### config.mk
export PLATFORM = sky130hd
export DESIGN_NAME = dlk_buffer_ctrl
export DESIGN_NICKNAME = d
export VERILOG_FILES = /design/src/rtl/dlk_buffer_ctrl.sv
export SDC_FILE = /design/constraint.sdc
export NUM_CORES = 1
export LEC_CHECK = 0
export ABC_AREA = 1
export ABC_CLOCK_PERIOD_IN_PS = 9170
export BUFFER_PORTS_ARGS = -buffer_cell sky130_fd_sc_hd__buf_2
export CAP_MARGIN = 20
export CORE_UTILIZATION = 40
export CTS_CLUSTER_DIAMETER = 60
export DETAILED_ROUTE_END_ITERATION = 16
export PLACE_DENSITY = 0.61
export SYNTH_ARGS = -nofsm -noshare
export SYNTH_HDL_FRONTEND = slang
export SYNTH_SLANG_ARGS = --single-unit
### constraint.sdc
create_clock -name clk_i -period 9.17 [get_ports clk_i]
set_input_delay 1.834 -clock clk_i [delete_from_list [all_inputs] [get_ports clk_i]]
set_output_delay 1.834 -clock clk_i [all_outputs]
set_load 0.03 [all_outputs]
### src/rtl/dlk_buffer_ctrl.sv
// Scheduler for the heap-overflow base-address buffer: arbitrates registrations, checks and clears onto one port.
// Optional statistics counters are built when DLK_STATS_EN is defined.
module dlk_buffer_ctrl #(
  parameter int WFIFO_DEPTH = 4,
  parameter int STARVE_MAX  = 4
) (
  input  logic        clk_i,
  input  logic        rst_i,
  input  logic        reg_valid_i,
  output logic        reg_ready_o,
  input  logic [31:0] reg_addr_i,
  input  logic        dbg_valid_i,
  output logic        dbg_ready_o,
  input  logic [31:0] dbg_addr_i,
  input  logic        chk_valid_i,
  output logic        chk_ready_o,
  input  logic [31:0] chk_base_i,
  input  logic [31:0] chk_addr_i,
  output logic        chk_done_o,
  output logic        chk_overflow_o,
  input  logic        clr_i,
  output logic        buf_rst_us_o,
  output logic        buf_en_write_o,
  output logic [31:0] buf_base_addr_o,
  output logic [31:0] buf_read_addr_o,
  input  logic        buf_read_overflow_i,
  output logic        busy_o,
  output logic [15:0] wr_cnt_o,
  output logic [15:0] ovf_cnt_o
);

  localparam int AW = $clog2(WFIFO_DEPTH);
  localparam int PW = AW + 1;
  localparam int SW = $clog2(STARVE_MAX + 1);
  localparam logic [SW-1:0] STARVE_LIM = SW'(STARVE_MAX);

  typedef enum logic [2:0] {IDLE, WRITE, CHECK, RESP, CLEAR} state_e;

  state_e        state_q, state_d;
  logic [31:0]   fifo_mem [WFIFO_DEPTH];
  logic [PW-1:0] wr_ptr_q, rd_ptr_q;
  logic          fifo_empty, fifo_full;
  logic          alive_q, clr_pend_q, last_dbg_q;
  logic [SW-1:0] starve_q;
  logic          grant_reg, grant_dbg, push, pop;
  logic [31:0]   push_addr;
  logic          en_write_d, rst_us_d, done_d, ovf_d;
  logic [31:0]   base_d, read_d;

  assign fifo_empty = (wr_ptr_q == rd_ptr_q);
  assign fifo_full  = (wr_ptr_q[AW] != rd_ptr_q[AW]) &&
                      (wr_ptr_q[AW-1:0] == rd_ptr_q[AW-1:0]);

  // alive_q keeps every ready low until the first clock after reset release
  assign reg_ready_o = alive_q && !fifo_full;
  assign dbg_ready_o = alive_q && !fifo_full;
  assign grant_reg   = reg_valid_i && reg_ready_o && (!dbg_valid_i || last_dbg_q);
  assign grant_dbg   = dbg_valid_i && dbg_ready_o && !grant_reg;
  assign push_addr   = grant_reg ? reg_addr_i : dbg_addr_i;
  // zero matches the buffer's reset contents, and a clear swallows same-cycle registrations
  assign push        = (grant_reg || grant_dbg) && (push_addr != 32'd0) && (state_q != CLEAR);
  assign pop         = (state_q == IDLE) && (state_d == WRITE);
  assign chk_ready_o = (state_q == IDLE) && (state_d == CHECK);
  assign busy_o      = (state_q != IDLE) || !fifo_empty || clr_pend_q;

  always_ff @(posedge clk_i or posedge rst_i) begin
    if (rst_i) begin
      state_q <= IDLE;
    end else begin
      state_q <= state_d;
    end
  end

  always_comb begin
    state_d = state_q;
    unique case (state_q)
      IDLE: begin
        if (alive_q) begin
          if (clr_pend_q)                                state_d = CLEAR;
          else if ((starve_q == STARVE_LIM) && !fifo_empty) state_d = WRITE;
          else if (chk_valid_i)                          state_d = CHECK;
          else if (!fifo_empty)                          state_d = WRITE;
        end
      end
      WRITE:   state_d = IDLE;
      CHECK:   state_d = RESP;
      RESP:    state_d = IDLE;
      CLEAR:   state_d = IDLE;
      default: state_d = IDLE;
    endcase
  end

  // next values for the registered buffer-side outputs; addresses hold outside WRITE/CHECK
  always_comb begin
    en_write_d = (state_d == WRITE);
    rst_us_d   = (state_d == CLEAR);
    done_d     = (state_d == RESP);
    ovf_d      = (state_q == CHECK) && buf_read_overflow_i;
    base_d     = buf_base_addr_o;
    read_d     = buf_read_addr_o;
    if (pop) begin
      base_d = fifo_mem[rd_ptr_q[AW-1:0]];
    end else if (chk_ready_o) begin
      base_d = chk_base_i;
      read_d = chk_addr_i;
    end
  end

  always_ff @(posedge clk_i or posedge rst_i) begin
    if (rst_i) begin
      buf_en_write_o  <= 1'b0;
      buf_rst_us_o    <= 1'b0;
      chk_done_o      <= 1'b0;
      chk_overflow_o  <= 1'b0;
      buf_base_addr_o <= 32'd0;
      buf_read_addr_o <= 32'd0;
    end else begin
      buf_en_write_o  <= en_write_d;
      buf_rst_us_o    <= rst_us_d;
      chk_done_o      <= done_d;
      chk_overflow_o  <= ovf_d;
      buf_base_addr_o <= base_d;
      buf_read_addr_o <= read_d;
    end
  end

  always_ff @(posedge clk_i) begin
    if (push) begin
      fifo_mem[wr_ptr_q[AW-1:0]] <= push_addr;
    end
  end

  always_ff @(posedge clk_i or posedge rst_i) begin
    if (rst_i) begin
      wr_ptr_q   <= '0;
      rd_ptr_q   <= '0;
      alive_q    <= 1'b0;
      last_dbg_q <= 1'b1;
      clr_pend_q <= 1'b0;
      starve_q   <= '0;
    end else begin
      alive_q <= 1'b1;
      if (state_q == CLEAR) begin
        wr_ptr_q <= '0;
        rd_ptr_q <= '0;
      end else begin
        if (push) wr_ptr_q <= wr_ptr_q + PW'(1);
        if (pop)  rd_ptr_q <= rd_ptr_q + PW'(1);
      end
      if (grant_reg || grant_dbg) begin
        last_dbg_q <= grant_dbg;
      end
      if (clr_i) begin
        clr_pend_q <= 1'b1;
      end else if (state_d == CLEAR) begin
        clr_pend_q <= 1'b0;
      end
      if (fifo_empty || pop) begin
        starve_q <= '0;
      end else if (chk_ready_o && (starve_q != STARVE_LIM)) begin
        starve_q <= starve_q + SW'(1);
      end
    end
  end

`ifdef DLK_STATS_EN
  logic [15:0] wr_cnt_q, ovf_cnt_q;

  always_ff @(posedge clk_i or posedge rst_i) begin
    if (rst_i) begin
      wr_cnt_q  <= 16'd0;
      ovf_cnt_q <= 16'd0;
    end else if (state_q == CLEAR) begin
      wr_cnt_q  <= 16'd0;
      ovf_cnt_q <= 16'd0;
    end else begin
      if (pop && (wr_cnt_q != 16'hFFFF)) begin
        wr_cnt_q <= wr_cnt_q + 16'd1;
      end
      if ((state_q == RESP) && chk_overflow_o && (ovf_cnt_q != 16'hFFFF)) begin
        ovf_cnt_q <= ovf_cnt_q + 16'd1;
      end
    end
  end

  assign wr_cnt_o  = wr_cnt_q;
  assign ovf_cnt_o = ovf_cnt_q;
`else
  assign wr_cnt_o  = 16'd0;
  assign ovf_cnt_o = 16'd0;
`endif

endmodule

**Yosys cells after proc, flatten, opt, wreduce, memory -nomap -nowiden**

Memory sizes are Yosys's and may differ from the RTL's.
Index checks and enable logic that the tools add are counted.
Widths: inputs -> output; s select.

- Eq/ne operators: 12
- Multiplexer cells: 19
- $add $sub $neg: 3
- Bitwise logic cells: 1
- Reductions and logical operators: 31

Operators by type and width:

| cell | number |
|---|---|
| $mux 32 | 3 |
| $mux 3 | 11 |
| $reduce_bool 32->1 | 1 |
| $logic_and 1x1->1 | 13 |
| $reduce_bool 2->1 | 5 |
| $add 3x1->3 const B | 3 |
| $eq 3x2->1 const B | 3 |
| $eq 3x3->1 const B | 3 |
| $ne 3x3->1 const B | 2 |
| $pmux 3 s2 | 1 |
| $logic_or 1x1->1 | 5 |
| $logic_not 1->1 | 4 |
| $mux 1 | 4 |
| $eq 3x1->1 const B | 1 |
| $eq 3x3->1 | 1 |
| $logic_not 3->1 | 1 |
| $reduce_bool 3->1 | 1 |
| $eq 2x2->1 | 1 |
| $reduce_and 2->1 | 1 |
| $ne 1x1->1 | 1 |
| $not 1->1 | 1 |

- RAM bits: 128
- Output and inout port bits: 104
- Register bits: 83
- Memories kept: 1
- Input port bits: 135
- Word-level logic and storage cells: 80

Memories:

| memory | depth | width | read ports | clocked after Yosys merged registers in | write ports | RTL line | text |
|---|---|---|---|---|---|---|---|
| fifo_mem | 4 | 32 | 1 | 0 | 1 | 40 | `logic [31:0] fifo_mem [WFIFO_DEPTH];` |

**Depth between registers and ports, before layout**

- Depth after elaboration: 13
- Depth in mapped cells: 17
- Mapped depth without buffers: 15

**Worst setup path after synthesis**

Ideal clock, no wire load.

- Path type: input to register
- Start: input dbg_valid_i
- End: memory fifo_mem[0][0], enable pin
- Arrival time: 4,340 ps
- Buffers on the path: 2
- Required time: 8,749 ps
- Stages: 13
- Library setup time: 421 ps
- Slack: 4,409 ps
- Cell sequence: inv_1 o21a_1 buf_4 clkbuf_1 nand4_1 nand2_1 nand2_1 nor2_1 nand2_1 nor2_1 nand2_2 nand3_1 nor2_1

- Word-level cells in the longest chain between the ends: 10
- Elaborated cells on any way between the ends: 13
- Those cells by class: mux: 3; reduce/logical: 10

Ends and longest elaborated chain:

| element | RTL line | text |
|---|---|---|
| from (decl) | 12 | `input logic dbg_valid_i,` |
| branches (longest 6 deep; another with $mux 32) | -- |  |
| $logic_and 1x1->1 (*) (2 in series) | 61 | `assign push = (grant_reg \|\| grant_dbg) && (push_addr != 32'd0) && (state_q != CLEAR);` |
| $mux 1 (*) | 128 | `if (push) begin` |
| $mux 1 (not written as such) (*) | 129 | `fifo_mem[wr_ptr_q[AW-1:0]] <= push_addr;` |
| to (decl) | 40 |  |

Mark *: on every way between the ends.

**Worst setup path in the final report**

- Start: register rd_ptr_q[0]
- End: output chk_ready_o

- Word-level cells in the longest chain between the ends: 9
- Elaborated cells on any way between the ends: 11
- Those cells by class: eq/ne: 2; mux: 6; reduce/logical: 3

Ends and longest elaborated chain:

| element | RTL line | text |
|---|---|---|
| from (decl) | 41 | `logic [PW-1:0] wr_ptr_q, rd_ptr_q;` |
| from (signal assigned) | 148 | `if (pop) rd_ptr_q <= rd_ptr_q + PW'(1);` |
| $eq 3x3->1 (*) | 50 | `assign fifo_empty = (wr_ptr_q == rd_ptr_q);` |
| $mux 3 or $logic_not 1->1 (tied branches) | -- |  |
| $mux 3 or $logic_and 1x1->1 (tied branches) | 81, 80 |  |
| $mux 3 (*) | 80 | `else if ((starve_q == STARVE_LIM) && !fifo_empty) state_d = WRITE;` |
| $mux 3 (*) | 79 | `if (clr_pend_q) state_d = CLEAR;` |
| $mux 3 (*) | 78 | `if (alive_q) begin` |
| $pmux 3 s2 (*) | 76 | `unique case (state_q)` |
| $eq 3x2->1 (*) | 63 | `assign chk_ready_o = (state_q == IDLE) && (state_d == CHECK);` |
| $logic_and 1x1->1 (*) | 63 |  |
| to (decl) | 16 | `output logic chk_ready_o,` |

Mark *: on every way between the ends. The rest lies on a longest branch, timed or not.

==> summary.md <==
| Metric | Value |
|---|---|
| Hold crit path type | flop to flop |
| Reg power frac | between 40% and 50% |
| TritonCTS buffer count | 22 |
| Period Utilization, post-route | 57.9% |
| Commonest non-fill, non-tap cell in the layout | nand2_1 |
| Port Buffers | 206 |
| Final min period | roughly 5300 ps |
| Gr ovfl total | 0 |
| Peak VDD IR | 0.142 mV |
| Vias per inst | 4.67 |
| Largest area contributor in the netlist | edfxtp_1 |
| CTS Hold Bufs | 0 |
| Clock sinks | 211 |
| P_leak | 5.65 nW |
| Final nets | 1356 |
| Setup tns final | 0 ps |
| Core ar. | between 0.02 and 0.025 mm^2 |
| Sw Ratio | 38.4% |
| Part of the power in the clock network | 24.9% |
| Synthesis-stage register bit count | about 210 |
| Final hold violation count | 0 |
| Post-synth EDFFs | 128 |
| Routed wire per std cell | 14.6 um |
| Setup slack at placement | roughly 3600 ps |
| Gr usage total | 18.2% |
| Slowest stage cell, crit path | dfrtp_2 |
| CP cell instances | buf_4 -> inv_1 -> buf_4 -> nand2_1 -> nand2_1 -> nand4_1 -> nand2_1 -> and3_1 -> nand2_1 -> inv_2 -> buf_12 -> buf_2 |
| Status | completed |
| Post-Route WL | between 20000 and 25000 um |
| P_int | 0.00209 W |
| Pwr dens | slightly below 300 mW/mm^2 |
| Antenna-violating nets left | 0 |
| Filler cell count | 2232 |
| Detailed placer's ending HPWL | between 15000 and 20000 um |
| Switch Pwr | 0.00130 W |
| CTS tree | built |
| Antenna diodes | 0 |
| Residual DRC | 0 |
| Fin Clk Skew | between 10 and 15 ps |
| Clock root cell | clkbuf_16 |
| Ranking of synthesized cells by area | edfxtp_1, dfrtp_1, nand2_1, inv_1, nand3_1 |
| Crit Path Max Fanout | 73 |
| GPL Wtd Cong | ~0.84 |
| Total power | around 0.0034 W |
| DIE WIDTH | 157 um |
| Max Slew Vio Count | 0 |
| Crit path setup slack, layout | 3860 ps |
| H-tree levels | 1 |
| Comb pwr share | 34.5% |
| Num ports | 239 |
| CP peak stage delay | 480 ps |
| DR vias | 7241 |
| Fin util | 48.7% |
| Setup repair bufs after CTS | 0 |
| Largest net degree at the start of global routing | 74 |
| Synth async-reset ratio | approximately two fifths |
| Worst Setup Start Kind | flop |
| Area grow syn2layout | 19.6% |
| Mapped Area | 0.00956 mm^2 |
| CTS max path bufs | 3 |
| Row cnt | 56 |
| CP most frequent cell | nand2_1 |
| Max-Cap Viols | 0 |
| Synth cell types | 28 |
| Register area share after synthesis | approximately 62% |
| Die Span Y | about 160 um |
| Slew @ Worst Pin | about 900 ps |
| WP data required | around 7300 ps |
| First-pass GRT wire length | 34800 um |
| Main synth FF type | edfxtp_1 |
| Starting DRT DRC Count | 443 |
| CTS-repair resized insts | 0 |
| Share of cells above drive strength 1 | 21.0% |
| Final Setup Violations | 0 |
| Most frequent cells in the layout | nand2_1, buf_2, inv_1, edfxtp_1, dfrtp_1 |
| Post-Syn Instances | 1024 |
| Top-area cell type share of the netlist area | between 40 and 50% |
| Type of element capturing the critical path | output port |
| RSZ-0062 raised after global routing | no |
| CTS clock-pin slew for the worst setup and hold paths | approximately 60 ps |
| Kind of critical path | flop to output port |
| First-pass DRT Iterations | 4 |
| Clk_lat worst skew | approximately 500 ps |
| Synth warn | 0 |
| Number of global-route vias before repair | 6554 |
| Fmax | 188 MHz |
| Initial antenna violation count | 0 |
| DIE AREA | roughly 0.025 mm^2 |
| Mapped Avg Cell Area | 9.34 um^2 |
| Worst endpoint data arrival time | 3470 ps |
| Slew margin rel. | about two fifths |
| Initial Util | 40.7% |
==> cells by family after synthesis <==
group                    after synthesis  share of synthesized area, %
flip-flops                           211                          61.9
buffers and inverters                221                          10.5
adder cells (fa/ha/maj)                7                         0.916
AO/OA/AOI/OAI                         94                          5.19
AND/OR/NAND/NOR                      486                          21.1
other                                  2                        0.0785
XOR/XNOR                               3                         0.275
==> worst paths after layout <==
kind / slack [ps] / depth (start not counted) / to / from
setup / recovery: 3860 / 12 / chk_ready_o / rd_ptr_q[0]
hold / removal: 470 / 2 / buf_read_addr_o[20] / buf_read_addr_o[20]
min in group asynchronous: 1250 / 2 / buf_base_addr_o[18] / rst_i
max in group asynchronous: 6670 / 3 / rd_ptr_q[0] / rst_i
setup reg to reg: 4170 / 17 / fifo_mem[1][2] / rd_ptr_q[0]
hold reg to reg: 470 / 2 / buf_read_addr_o[20] / buf_read_addr_o[20]
==> per-stage QoR <==
step | area (um^2) | hold WS [ps] | cells
after floorplan | 9680 | 490 | 1055
after global placement | 10700 | 458 | 1507
after detailed placement | 10700 | 461 | 1507
after CTS | 11400 | 476 | 1547
after global routing | 11400 | 487 | 1549
final | 11400 | 471 | 1549
==> flip-flops by register name, summed over array words and instances, names as in the netlist <==
signal,flops
fifo_mem,128
chk_overflow_o,1
buf_base_addr_o,32
clr_pend_q,1
alive_q,1
buf_en_write_o,1
buf_rst_us_o,1
buf_read_addr_o,32
wr_ptr_q,3
state_q,3
starve_q,3
chk_done_o,1
last_dbg_q,1
rd_ptr_q,3
==> metal layers <==
| metal | global-route usage [%] | vias to the layer above | wire (um) |
|---|---|---|---|
| li1 | - | 3609 | - |
| met1 | 26.0 | 3320 | 10800 |
| met2 | 28.3 | 279 | 9720 |
| met3 | 3.41 | 33 | 1650 |
| met4 | 5.32 | 0 | 418 |
| met5 | 0 | - | 0 |
==> synthesized netlist by cell type, types with 3 or more instances <==
cell type    n
buf_2       15
o21ai_0     51
clkbuf_1    28
inv_1      137
dfrtp_1     82
nor2_1      51
nand2_1    321
nand3_1     75
edfxtp_1   128
o22ai_1     14
nand4_1     32
a21oi_1     19
xor2_1       3
o21ai_1      6
ha_1         7
buf_4       37
==> power groups by stage <==
| stage | registers (W) | logic, W | clock network (W) |
|---|---|---|---|
| floorplan | 0.00165 | 0.000573 | 0 |
| global placement | 0.00139 | 0.00116 | 0 |
| detailed placement | 0.00140 | 0.00117 | 0 |
| CTS | 0.00138 | 0.00118 | 0.000865 |
| global route | 0.00140 | 0.00130 | 0.000905 |
| finish | 0.00138 | 0.00117 | 0.000844 |
==> worst max-delay path, delay by kind of cell, from the launching register on <==
family	cells	cell delay, ps
buf+inv	6	1600
simple gates	6	830
flops	1	480
==> layout make-up <==
type / instances / area (um^2) / area share [%]
inverter: 139 / 523 / 4.57
timing repair buffer: 217 / 1150 / 10.0
clock inverter: 7 / 57.6 / 0.503
clock buffer: 33 / 623 / 5.45
sequential: 211 / 5920 / 51.8
multi-input combinational: 623 / 2770 / 24.2
tap: 319 / 399 / 3.49
Power figures use the tool's default switching activity.
